--- config.mk ---
export PLATFORM = sky130hd
export DESIGN_NAME = load_store_unit
export DESIGN_NICKNAME = d
export VERILOG_FILES = /design/src/rtl/lsu_pkg.sv /design/src/rtl/lsu_lane_align.sv /design/src/rtl/load_store_unit.sv
export SDC_FILE = /design/constraint.sdc
export NUM_CORES = 1
export LEC_CHECK = 0
export CELL_PAD_IN_SITES_DETAIL_PLACEMENT = 1
export CELL_PAD_IN_SITES_GLOBAL_PLACEMENT = 2
export CORE_AREA = 8 8 149 151
export CTS_BUF_LIST = sky130_fd_sc_hd__clkbuf_4
export CTS_CLUSTER_DIAMETER = 80
export DETAILED_ROUTE_END_ITERATION = 16
export DIE_AREA = 0 0 157 159
export GPL_TIMING_DRIVEN = 1
export PLACE_DENSITY_LB_ADDON = 0.1
export SLEW_MARGIN = 25
export SYNTH_ARGS = -nofsm -noshare
export SYNTH_HDL_FRONTEND = slang
export SYNTH_SLANG_ARGS = --single-unit
--- constraint.sdc ---
create_clock -name clock -period 6.1 [get_ports clock]
set_clock_uncertainty 0.05 [all_clocks]
set_input_delay 1.22 -clock clock [delete_from_list [all_inputs] [get_ports clock]]
set_output_delay 1.22 -clock clock [all_outputs]
set_load 0.02 [all_outputs]
--- src/rtl/lsu_pkg.sv ---
// Shared types and helpers for the load/store unit.
package lsu_pkg;

  typedef enum logic [1:0] {
    SZ_BYTE = 2'b00,
    SZ_HALF = 2'b01,
    SZ_WORD = 2'b10,
    SZ_ILL  = 2'b11
  } size_e;

  typedef enum logic [1:0] {
    IDLE  = 2'b00,
    READ  = 2'b01,
    WRITE = 2'b10,
    RESP  = 2'b11
  } state_e;

  // Only the low two address bits decide alignment.
  function automatic logic misaligned(input logic [1:0] addr_lo, input size_e size);
    return ((size == SZ_HALF) && addr_lo[0]) ||
           ((size == SZ_WORD) && (addr_lo != 2'b00));
  endfunction

endpackage

--- src/rtl/lsu_lane_align.sv ---
// Byte-lane alignment: load extraction with sign/zero extension, and the
// merge of sub-word store data into the word read back from memory.
module lsu_lane_align
  import lsu_pkg::*;
(
  input  logic [31:0] read_data,
  input  logic [31:0] wdata,
  input  logic [1:0]  offset,
  input  size_e       size,
  input  logic        is_unsigned,
  output logic [31:0] rdata,
  output logic [31:0] merged
);

  logic [7:0]  byte_lane;
  logic [15:0] half_lane;
  logic        sign_bit;

  always_comb begin
    byte_lane = read_data[7:0];
    case (offset)
      2'd0: byte_lane = read_data[7:0];
      2'd1: byte_lane = read_data[15:8];
      2'd2: byte_lane = read_data[23:16];
      2'd3: byte_lane = read_data[31:24];
      default: byte_lane = read_data[7:0];
    endcase
  end

  // Halfwords use offset[1] only; offset[0] is ignored when not trapping.
  assign half_lane = offset[1] ? read_data[31:16] : read_data[15:0];

  always_comb begin
    rdata    = '0;
    merged   = read_data;
    sign_bit = 1'b0;
    case (size)
      SZ_BYTE: begin
        sign_bit = ~is_unsigned & byte_lane[7];
        rdata    = {{24{sign_bit}}, byte_lane};
        case (offset)
          2'd0: merged[7:0]   = wdata[7:0];
          2'd1: merged[15:8]  = wdata[7:0];
          2'd2: merged[23:16] = wdata[7:0];
          2'd3: merged[31:24] = wdata[7:0];
          default: merged = read_data;
        endcase
      end
      SZ_HALF: begin
        sign_bit = ~is_unsigned & half_lane[15];
        rdata    = {{16{sign_bit}}, half_lane};
        if (offset[1]) merged[31:16] = wdata[15:0];
        else           merged[15:0]  = wdata[15:0];
      end
      SZ_WORD: begin
        rdata  = read_data;
        merged = wdata;
      end
      default: begin
        rdata  = '0;
        merged = read_data;
      end
    endcase
  end

endmodule

--- src/rtl/load_store_unit.sv ---
// Data-memory initiator: load alignment/extension and read-modify-write
// for sub-word stores. Define LSU_MISALIGN_TRAP_EN to trap misaligned accesses.
//
// state | meaning
// IDLE  | ready for a request
// READ  | memory word sampled (load result or RMW base)
// WRITE | single-cycle full-word write strobe
// RESP  | response held until resp_ready
module load_store_unit
  import lsu_pkg::*;
#(
  parameter int ADDR_W = 32,
  parameter int DATA_W = 32
) (
  input  logic              clock,
  input  logic              reset,
  input  logic              req_valid,
  output logic              req_ready,
  input  logic              req_we,
  input  logic [1:0]        req_size,
  input  logic              req_unsigned,
  input  logic [ADDR_W-1:0] req_addr,
  input  logic [DATA_W-1:0] req_wdata,
  output logic              resp_valid,
  input  logic              resp_ready,
  output logic [DATA_W-1:0] resp_rdata,
  output logic              resp_error,
  output logic              memory_we,
  output logic [ADDR_W-1:0] address,
  output logic [DATA_W-1:0] write_data,
  input  logic [DATA_W-1:0] read_data
);

  state_e            state_q;
  logic              we_q;
  size_e             size_q;
  logic              uns_q;
  logic [ADDR_W-1:0] addr_q;
  logic [DATA_W-1:0] wdata_q;
  logic [DATA_W-1:0] rdata_q;
  logic              error_q;

  size_e             req_size_e;
  logic              req_err;
  logic [DATA_W-1:0] lane_rdata;
  logic [DATA_W-1:0] lane_merged;

  assign req_size_e = size_e'(req_size);

`ifdef LSU_MISALIGN_TRAP_EN
  assign req_err = (req_size_e == SZ_ILL) || misaligned(req_addr[1:0], req_size_e);
`else
  assign req_err = (req_size_e == SZ_ILL);
`endif

  lsu_lane_align u_align (
    .read_data   (read_data),
    .wdata       (wdata_q),
    .offset      (addr_q[1:0]),
    .size        (size_q),
    .is_unsigned (uns_q),
    .rdata       (lane_rdata),
    .merged      (lane_merged)
  );

  always_ff @(posedge clock or posedge reset) begin
    if (reset) begin
      state_q <= IDLE;
      we_q    <= 1'b0;
      size_q  <= SZ_BYTE;
      uns_q   <= 1'b0;
      addr_q  <= '0;
      wdata_q <= '0;
      rdata_q <= '0;
      error_q <= 1'b0;
    end else begin
      case (state_q)
        IDLE: begin
          if (req_valid) begin
            we_q    <= req_we;
            size_q  <= req_size_e;
            uns_q   <= req_unsigned;
            addr_q  <= req_addr;
            wdata_q <= req_wdata;
            rdata_q <= '0;
            error_q <= req_err;
            if (req_err)                                state_q <= RESP;
            else if (!req_we || req_size_e != SZ_WORD)  state_q <= READ;
            else                                        state_q <= WRITE;
          end
        end
        READ: begin
          if (we_q) begin
            wdata_q <= lane_merged;
            state_q <= WRITE;
          end else begin
            rdata_q <= lane_rdata;
            state_q <= RESP;
          end
        end
        WRITE: state_q <= RESP;
        RESP: if (resp_ready) state_q <= IDLE;
        default: state_q <= IDLE;
      endcase
    end
  end

  // Gated by reset so no request is taken while reset is held.
  assign req_ready  = (state_q == IDLE) && !reset;
  assign resp_valid = (state_q == RESP);
  assign resp_rdata = rdata_q;
  assign resp_error = error_q;

  assign memory_we  = (state_q == WRITE);
  assign address    = (state_q == READ || state_q == WRITE) ?
                      {addr_q[ADDR_W-1:2], 2'b00} : '0;
  assign write_data = (state_q == WRITE) ? wdata_q : '0;

endmodule

==> summary.md, run 1 <==
| Metric | Value |
|---|---|
| Clock root buffer | clkbuf_4 |
| Warning count from the yosys run | 0 |
| Resized cells post-CTS | 0 |
| Net count reported at finish | around 860 |
| Number of synthesized flops with an enable pin | 0 |
| Worst EP arrival | roughly 2.7 ns |
| Fraction of layout cells with a size suffix above 1 | ~16% |
| Total Wirelength | between 20000 and 25000 um |
| Final weighted congestion in routability-driven placement | a little under 0.8 |
| Dpl ws | 2.385 ns |
| Number of clock sinks | a little over 100 |
| Wire length of the first global-routing pass | 35450 um |
| Maximum buffer depth of the clock tree | 2 |
| Cts bufs inserted | 9 |
| Relative slew margins | 33.07% |
| Die outline area | approximately 0.025 mm2 |
| Clock Pin Slew Worst Setup and Hold Paths | about 0.16 ns |
| Number of synthesized register bits | 103 |
| Element type at the critical path end | output port |
| PortBufs | 201 |
| Number of hold-slack violations in the final timing report | 0 |
| Iteration-0 DRC Markers | roughly 230 |
| Hold-fix buffers at CTS | 0 |
| Transition time at the pin with the least slew margin | 1.004 ns |
| Number of I/O pins | 204 |
| Standard-cell row count | 52 |
| DIE WIDTH | 157 um |
| Fmax | 252.5 MHz |
| Remaining routing DRC violations | 0 |
| Maximum number of pins on one net before global-route repair | 71 |
| Final-layout worst hold slack | 0.4482 ns |
| Area grow syn2layout | 37.60% |
| Routed wirelength normalized by instance count | approximately 22 um |
| Storage element area | around 0.0026 mm2 |
| Tightest Hold Check Type | reg2reg |
| Setup Buffers After CTS | 0 |
| Insertion delay of the later-clocked pin in the worst-skew pair | 0.48 ns |
| Total leakage power | 3.395 nW |
| First-pass iteration count of the detailed router | 8 |
| Power per cell area | 556.2 mW/mm2 |
| Crit-path max FO | 34 |
| Avg Synthesized Cell Area | 10.48 um2 |
| Startpoint type of the worst setup path | flop |
| Run status | finished clean |
| Clock H-tree levels | 3 |
| Overflow after GRT | 0 |
| Die extent in y | 159 um |
| Number of global-route vias before repair | between 6000 and 7000 |
| Setup repair after global routing missed its margin | no |
| Crit Path Class | reg2out |
| CORE AREA | ~0.020 mm2 |
| Number of max-slew violations in the final report | 0 |
| Number of filler cells placed in the layout | roughly 2200 |
| Vias per cell | 5.173 |
| Final period utilization | 64.92% |
| Proportion of register bits with asynchronous set or reset after synthesis | 100.0% |
| Final setup slack of the worst path | 2.140 ns |
| Max-capacitance violation count | 0 |
| Final count of negative-setup-slack endpoints | 0 |
| Clock tree from TritonCTS | built |
| Total Negative Setup Slacks | 0 ns |
| Fraction of the yosys area taken by sequential cells | ~43% |
| Starting density of the core | around 30% |
| Via count of the routed design | ~5300 |
| Total global-route track usage | a little under a fifth |
| Post-Synthesis Cell Area | between 0.006 and 0.007 mm2 |
| Number of different library cells in the post-synthesis netlist | between 40 and 50 |
| IR Drop Worst-Case VDD | approximately 0.23 mV |
| Number of antenna violations at the first check in global routing | 4 |
| Required time at the worst-slack endpoint | around 4.8 ns |
| Post-route minimum period | ~4 ns |
| Half-perimeter wire length after detailed placement | roughly 17000 um |
| Multi-input logic area | 0.003217 mm2 |
| Number of standard cells after synthesis | just under 600 |
| Ys flop type | dfrtp_1 |
| Number of nets with antenna violations after detailed routing | 0 |
-- report_power, final --
group	internal [mW]	switching (mW)
combinational	1.43	1.55
clock	0.0800	0.247
sequential	1.02	0.303
-- per-stage QoR --
stage | instance area [um2] | power, mW | instances | utilization (%)
2_1_floorplan | 6063 | 3.164 | 579 | -
3_3_place_gp | 8219 | 4.289 | 1006 | 41.42
3_5_place_dp | 8222 | 4.363 | 1006 | 41.43
4_1_cts | 8329 | 4.712 | 1022 | 41.97
5_1_grt | 8338 | 4.976 | 1024 | 42.02
6_report | 8338 | 4.638 | 1024 | 42.02
-- registers in the layout (all words and copies together), names as in the netlist --
register    count
resp_rdata     32
state_q         2
resp_error      1
we_q            1
uns_q           1
wdata_q        32
size_q          2
addr_q         32
-- cells in the mapped netlist, types with 9 or more instances --
master | instances | share of area, %
mux2_2 | 71 | 13
buf_2 | 14 | 1.2
inv_1 | 11 | 0.68
o21ai_0 | 27 | 2.2
nor2_1 | 19 | 1.2
o211ai_1 | 9 | 1.1
clkbuf_1 | 26 | 1.6
nand2b_1 | 14 | 1.4
nand3_1 | 16 | 1.3
nand2_1 | 49 | 3.0
a21o_1 | 17 | 2.1
dfrtp_1 | 103 | 43
and2_1 | 62 | 6.4
a31oi_1 | 24 | 2.5
a221oi_1 | 9 | 1.3
-- per-layer routing --
metal	vias up	global-route usage, %	share of wire, %
met4	4	7.430	2.8
li1	2418	-	-
met3	40	5.917	8.1
met2	195	30.81	49
met5	-	0	0.10
met1	2640	21.22	40
-- area by class of cell --
type	count	share of cell area (%)
diodes	2	0.06002
well taps	270	4.052
multi-input cells	416	38.58
repair buffers	206	24.58
inverters	11	0.5252
clock inverters	7	0.4802
flip-flops and latches	103	30.91
clock buffers	9	0.8103
-- worst paths after layout --
path / from / endpoint / slack (ns) / cells past startpoint
setup / recovery: state_q[0]$_DFFE_PP0P_ / write_data[23] / 2.14 / 4
max in group asynchronous: reset / addr_q[1]$_DFFE_PP0P_ / 3.73 / 3
hold / removal: resp_rdata[9]$_DFFE_PP0P_ / resp_rdata[9]$_DFFE_PP0P_ / 0.45 / 2
min in group asynchronous: reset / addr_q[22]$_DFFE_PP0P_ / 1.23 / 2
hold reg to reg: resp_rdata[9]$_DFFE_PP0P_ / resp_rdata[9]$_DFFE_PP0P_ / 0.45 / 2
setup reg to reg: state_q[1]$_DFFE_PP0P_ / wdata_q[27]$_DFFE_PP0P_ / 3.09 / 6
-- critical path, cell delays in order (launching register included) --
cell,delay (ns)
dfrtp_1,0.44
inv_1,0.14
ha_1,0.76
and2_1,0.25
clkdlybuf4s50_1,0.61
-- placed cells by master (no fill, tap or decap), types with 10 or more instances in the layout --
master	n
a21o_1	16
a31oi_1	24
and2_1	62
clkdlybuf4s50_1	201
dfrtp_1	103
inv_1	10
mux2_2	71
nand2_1	48
nand2b_1	14
nand3_1	16
nor2_1	19
o21ai_0	27
-- cell families after synthesis --
group | after synthesis | synth area share (%)
AO/OA/AOI/OAI | 129 | 15.94
adder cells (fa/ha/maj) | 5 | 1.032
buffers and inverters | 60 | 4.625
flip-flops | 103 | 42.54
multiplexers | 95 | 19.49
other | 1 | 0.06189
AND/OR/NAND/NOR | 185 | 16.31
Power figures use the tool's default switching activity.
==> inputs of run 2 (changes only) <==
--- a/config.mk
+++ b/config.mk
@@ -7,11 +7,11 @@
 export LEC_CHECK = 0
 export CELL_PAD_IN_SITES_DETAIL_PLACEMENT = 1
 export CELL_PAD_IN_SITES_GLOBAL_PLACEMENT = 2
-export CORE_AREA = 8 8 149 151
+export CORE_AREA = 8 8 154 156
 export CTS_BUF_LIST = sky130_fd_sc_hd__clkbuf_4
 export CTS_CLUSTER_DIAMETER = 80
 export DETAILED_ROUTE_END_ITERATION = 16
-export DIE_AREA = 0 0 157 159
+export DIE_AREA = 0 0 162 164
 export GPL_TIMING_DRIVEN = 1
 export PLACE_DENSITY_LB_ADDON = 0.1
 export SLEW_MARGIN = 25
==> constraint.sdc (replaced) <==
create_clock -name clock -period 4 [get_ports clock]
set_clock_uncertainty 0.05 [all_clocks]
set_input_delay 0.8 -clock clock [delete_from_list [all_inputs] [get_ports clock]]
set_output_delay 0.8 -clock clock [all_outputs]
set_load 0.02 [all_outputs]
==> summary.md, run 2 (synthesis results as in run 1) <==
| Metric | Value |
|---|---|
| Run status | finished clean |
| Cts bufs inserted | 9 (unchanged) |
| Tightest Hold Check Type | reg2reg |
| DIE WIDTH | 162 um (+3.2%) |
| Max-capacitance violation count | 0 (unchanged) |
| Resized cells post-CTS | 0 (unchanged) |
| Met2 layer wire length in the routed design | 11270 um (+1.3%) |
| Overflow after GRT | 0 (unchanged) |
| Die extent in y | 164 um (+3.1%) |
| Via count of the routed design | 5281 (-0.30%) |
| Maximum buffer depth of the clock tree | 2 (unchanged) |
| Die outline area | 0.02657 mm2 (+6.4%) |
| Remaining routing DRC violations | 0 (unchanged) |
| Required time at the worst-slack endpoint | 3.15 ns (-1.68 ns) |
| Clock H-tree levels | 3 (unchanged) |
| Setup repair after global routing missed its margin | no |
| Longest individual stage delay on the worst path | 0.76 ns (about the same) |
| PortBufs | 201 (unchanged) |
| Hold-fix buffers at CTS | 0 (unchanged) |
| First-pass iteration count of the detailed router | 4 (-4) |
| Worst EP arrival | 2.70 ns (about the same) |
| Area grow syn2layout | 39.85% |
| Standard-cell row count | 54 (+3.8%) |
| Number of antenna violations at the first check in global routing | 2 (-2) |
| Total Negative Setup Slacks | 0 ns (unchanged) |
| Final-layout worst hold slack | 0.4488 ns (+0.0005800 ns) |
| List of cells traversed by the critical path | inv_1 > ha_1 > and2_1 > clkdlybuf4s50_1 |
| Number of global-route vias before repair | 6086 (+1.0%) |
| Total leakage power | 3.475 nW (+2.4%) |
| Met1 WL | 9327 um (+2.3%) |
| Wire length of the first global-routing pass | 35800 um (+0.99%) |
| Setup Buffers After CTS | 0 (unchanged) |
| Iteration-0 DRC Markers | 206 (-9.3%) |
| Final count of negative-setup-slack endpoints | 0 (unchanged) |
| Number of I/O pins | 204 (unchanged) |
| Maximum number of pins on one net before global-route repair | 45 (-37%) |
| Crit-path max FO | 34 (unchanged) |
| IR Drop Worst-Case VDD | 0.3362 mV (+43%) |
| Number of clock sinks | 103 (unchanged) |
| Crit path max-delay cell type | ha_1 |
| Met3 WL post-DR | 1916 um (+3.3%) |
| Clock root buffer | clkbuf_4 |
| Clock Pin Slew Worst Setup and Hold Paths | 0.16 ns (about the same) |
| Final period utilization | slightly below 90% |
| Number of nets with antenna violations after detailed routing | 0 (unchanged) |
| Vias per cell | 5.073 (-1.9%) |
| Half-perimeter wire length after detailed placement | 17860 um (+4.8%) |
| Final weighted congestion in routability-driven placement | 0.7637 (-0.84%) |
| Total global-route track usage | 17.43% (-0.96 points) |
| CORE AREA | 0.02135 mm2 (+7.6%) |
| Element type at the critical path end | output port |
| Transition time at the pin with the least slew margin | 0.8885 ns (-0.1155 ns) |
| Power per cell area | 862.8 mW/mm2 (+55%) |
| Number of max-slew violations in the final report | 0 (unchanged) |
| Clock tree from TritonCTS | built |
| Post-route minimum period | about 3.5 ns |
| Net count reported at finish | 864 (+0.93%) |
| Insertion delay of the later-clocked pin in the worst-skew pair | 0.48 ns (about the same) |
| Top library cells by usage in the layout, fill and taps aside | clkdlybuf4s50_1 (201), dfrtp_1 (103), mux2_2 (71), and2_1 (62), nand2_1 (49) |
| Crit Path Class | reg2out |
| Startpoint type of the worst setup path | flop |
| Routed wirelength normalized by instance count | 22.27 um (+0.17%) |
| Fmax | approximately 280 MHz |
| Number of hold-slack violations in the final timing report | 0 (unchanged) |
| Max layer used | met4 |
| Starting density of the core | 28.38% (-2.2 points) |
| Fraction of layout cells with a size suffix above 1 | 16.34% (+0.78 points) |
| Relative slew margins | 40.31% (+7.2 points) |
| Total Wirelength | 23180 um (+1.8%) |
| Most common cell after layout, fill and taps aside | clkdlybuf4s50_1 |
[run 2: power breakdown]
part           leakage (nW)  internal, mW  switching, mW
Sequential             1.27          1.56          0.441
Combinational          2.11          2.22           2.40
Clock                0.0969         0.327          0.364
[run 2: path summary, 6_finish.rpt]
check / startpoint / to / slack (ns) / depth (start not counted)
min in group asynchronous: reset / wdata_q[18]$_DFFE_PP0P_ / 0.71 / 2
worst min-delay path: resp_rdata[30]$_DFFE_PP0P_ / resp_rdata[30]$_DFFE_PP0P_ / 0.45 / 1
worst max-delay path: state_q[0]$_DFFE_PP0P_ / write_data[8] / 0.45 / 4
worst max register to register: state_q[1]$_DFFE_PP0P_ / wdata_q[27]$_DFFE_PP0P_ / 1.34 / 6
worst min register to register: resp_rdata[30]$_DFFE_PP0P_ / resp_rdata[30]$_DFFE_PP0P_ / 0.45 / 1
max in group asynchronous: reset / addr_q[31]$_DFFE_PP0P_ / 2.33 / 3
[run 2: cell type report]
| cell class | instances | area [um2] |
|---|---|---|
| multi-input cells | 416 | 3211 |
| clock buffers | 11 | 82.58 |
| flip-flops and latches | 103 | 2577 |
| fillers | 2407 | 12880 |
| clock inverters | 4 | 95.09 |
| repair buffers | 214 | 2110 |
| diodes | 2 | 5.005 |
| inverters | 11 | 43.79 |
| well taps | 280 | 350.3 |
[run 2: worst max-delay path: cells and delay by family (launching register included)]
kind                       cells  cell delay (ns)
adders and majority gates      1             0.76
and+or+nand+nor                1             0.26
buffers and inverters          2             0.76
DFF                            1             0.44
[run 2: metrics by stage]
stage / worst slack [ns] / utilization (%) / instance area [um2] / power, mW / cells
2_1_floorplan: 0.4462 / - / 6063 / 4.824 / 579
3_3_place_gp: 0.9667 / 38.82 / 8289 / 6.599 / 1024
3_5_place_dp: 0.8869 / 38.84 / 8292 / 6.710 / 1024
4_1_cts: 0.3461 / 39.67 / 8469 / 7.429 / 1039
5_1_grt: 0.1512 / 39.69 / 8474 / 7.859 / 1041
6_report: 0.4518 / 39.69 / 8474 / 7.312 / 1041
[run 2: metal layers]
metal  vias up  track usage (%)
met3        37            6.341
met4         0            6.103
met1      2615            20.02
li1       2435                -
met5         -                0
met2       194            29.48
==> inputs of run 3 (changes only) <==
--- a/config.mk
+++ b/config.mk
@@ -7,11 +7,12 @@
 export LEC_CHECK = 0
 export CELL_PAD_IN_SITES_DETAIL_PLACEMENT = 1
 export CELL_PAD_IN_SITES_GLOBAL_PLACEMENT = 2
-export CORE_AREA = 8 8 154 156
+export CORE_AREA = 2 2 148 150
 export CTS_BUF_LIST = sky130_fd_sc_hd__clkbuf_4
 export CTS_CLUSTER_DIAMETER = 80
+export CTS_CLUSTER_SIZE = 30
 export DETAILED_ROUTE_END_ITERATION = 16
-export DIE_AREA = 0 0 162 164
+export DIE_AREA = 0 0 150 152
 export GPL_TIMING_DRIVEN = 1
 export PLACE_DENSITY_LB_ADDON = 0.1
 export SLEW_MARGIN = 25
==> summary.md, run 3 (synthesis results as in run 1) <==
| Metric | Value |
|---|---|
| Run status | finished clean |
| Clock Pin Slew Worst Setup and Hold Paths | 0.16 ns (about the same) |
| Number of hold-slack violations in the final timing report | 0 (unchanged) |
| Reg2reg path depth | 6 (unchanged) |
| Total Wirelength | 22080 um (-4.8%) |
| Setup Buffers After CTS | 0 (unchanged) |
| Longest individual stage delay on the worst path | 0.78 ns (+0.02 ns) |
| Iteration-0 DRC Markers | 285 (+38%) |
| Dpl ws | 0.9164 ns (+0.02945 ns) |
| Die extent in y | 152 um (-7.3%) |
| Number of nets with antenna violations after detailed routing | 0 (unchanged) |
| Final weighted congestion in routability-driven placement | 0.7549 (-1.2%) |
| Maximum buffer depth of the clock tree | 2 (unchanged) |
| Fraction of layout cells with a size suffix above 1 | 16.09% (-0.24 points) |
| Wire length of the first global-routing pass | 33580 um (-6.2%) |
| Via count of the routed design | 5276 (-0.095%) |
| Total global-route track usage | 19.29% (+1.9 points) |
| Tightest Hold Check Type | reg2reg |
| First-pass iteration count of the detailed router | 4 (unchanged) |
| Reg-to-reg slack, setup | 1.19 ns (-0.15 ns) |
| PortBufs | 201 (unchanged) |
| CORE AREA | 0.02135 mm2 (unchanged) |
| Number of global-route vias before repair | 5692 (-6.5%) |
| Clock H-tree levels | 3 (unchanged) |
| Remaining routing DRC violations | 0 (unchanged) |
| Final design instance area without fill | 0.008467 mm2 (about the same) |
| Routed wirelength normalized by instance count | 21.21 um (-4.8%) |
| Crit Path Class | reg2out |
| Vias per cell | 5.068 (about the same) |
| Die outline area | 0.02280 mm2 (-14%) |
| Total leakage power | 3.465 nW (-0.28%) |
| CP startpoint | state_q[0]$_DFFE_PP0P_ |
| Resized cells post-CTS | 0 (unchanged) |
| DIE WIDTH | 150 um (-7.4%) |
| Post-route minimum period | 3.556 ns (+0.008129 ns) |
| Transition time at the pin with the least slew margin | 1.026 ns (+0.1374 ns) |
| FF-to-FF End | wdata_q[27]$_DFFE_PP0P_ |
| Total Negative Setup Slacks | 0 ns (unchanged) |
| Origin of the critical flop-to-flop path | state_q[1]$_DFFE_PP0P_ |
| Max-capacitance violation count | 0 (unchanged) |
| Fmax | 281.2 MHz (-0.23%) |
| Worst EP arrival | 2.71 ns (about the same) |
| Final period utilization | 88.91% (+0.20 points) |
| Post-Place Cell Area | 0.008292 mm2 (unchanged) |
| Half-perimeter wire length after detailed placement | 16360 um (-8.4%) |
| Insertion delay of the later-clocked pin in the worst-skew pair | 0.49 ns (about the same) |
| Net count reported at finish | 864 (unchanged) |
| Number of clock sinks | 103 (unchanged) |
| Number of antenna violations at the first check in global routing | 4 (+2) |
| Crit path capture | write_data[0] |
| Most common cell after layout, fill and taps aside | clkdlybuf4s50_1 |
| Cts bufs inserted | 9 (unchanged) |
| Power per cell area | 860.5 mW/mm2 (-0.27%) |
| Element type at the critical path end | output port |
| Area grow syn2layout | 39.73% (about the same) |
| Clock root buffer | clkbuf_4 |
| IR Drop Worst-Case VDD | 0.4393 mV (+31%) |
| Top library cells by usage in the layout, fill and taps aside | clkdlybuf4s50_1 (201), dfrtp_1 (102), mux2_2 (71), and2_1 (62), nand2_1 (49) |
| Required time at the worst-slack endpoint | 3.15 ns (about the same) |
| Crit path max-delay cell type | ha_1 |
| Final count of negative-setup-slack endpoints | 0 (unchanged) |
| Number of I/O pins | 204 (unchanged) |
| Starting density of the core | 28.38% (unchanged) |
| Maximum number of pins on one net before global-route repair | 84 (+87%) |
| List of cells traversed by the critical path | inv_1 > ha_1 > and2_1 > clkdlybuf4s50_1 |
| Relative slew margins | 31.08% (-9.2 points) |
| Clock tree from TritonCTS | built |
| Setup repair after global routing missed its margin | no |
| Crit-path max FO | 34 (unchanged) |
| Final setup slack of the worst path | 0.4437 ns (-0.008129 ns) |
| Hold-fix buffers at CTS | 0 (unchanged) |
| Number of max-slew violations in the final report | 0 (unchanged) |
| Startpoint type of the worst setup path | flop |
| Startpoint of the worst hold path | resp_rdata[12]$_DFFE_PP0P_ |
| Standard-cell row count | 54 (unchanged) |
| Overflow after GRT | 0 (unchanged) |
## run 3: worst min path at each step
stage	to	depth (start not counted)	slack, ns
finish	resp_rdata[12]$_DFFE_PP0P_	2	0.45
global route	resp_rdata[20]$_DFFE_PP0P_	1	0.48
CTS	resp_rdata[12]$_DFFE_PP0P_	2	0.46
detailed placement	resp_rdata[23]$_DFFE_PP0P_	1	0.42
global placement	resp_rdata[8]$_DFFE_PP0P_	2	0.42
floorplan	wdata_q[16]$_DFFE_PP0P_	1	0.41
## run 3: routing by layer
metal  GRT usage [%]  wire (um)  part of all wire, %
met2           32.96      11060                   50
met4           4.807        316                  1.4
met5               0         13                0.059
met1           24.02       9157                   41
met3           5.255       1531                  6.9
## run 3: metrics by stage
| step | total power, mW | utilization, % | hold WS, ns | instances |
|---|---|---|---|---|
| floorplan | 4.824 | - | 0.4056 | 579 |
| global placement | 6.559 | 38.82 | 0.4153 | 1024 |
| detailed placement | 6.671 | 38.84 | 0.4231 | 1024 |
| CTS | 7.378 | 39.62 | 0.4595 | 1038 |
| global route | 7.786 | 39.64 | 0.4831 | 1040 |
| finish | 7.286 | 39.66 | 0.4486 | 1041 |
## run 3: critical path, delay by kind of cell (launching register included)
kind	cells	cell delay (ns)
adders and majority gates	1	0.78
buffers and inverters	2	0.74
DFF	1	0.43
and+or+nand+nor	1	0.27
## run 3: report_power, final
part | total, mW | internal [mW] | switching [mW]
registers | 2.04 | 1.56 | 0.480
clock network | 0.669 | 0.307 | 0.362
logic | 4.57 | 2.22 | 2.35
## run 3: final cells by class
cell class,instances,area (um2)
diodes,3,7.507
multi-input cells,416,3208
flip-flops and latches,103,2579
clock buffers,9,67.56
well taps,280,350.3
repair buffers,214,2110
fillers,2400,12880
inverters,11,46.29
clock inverters,5,98.84
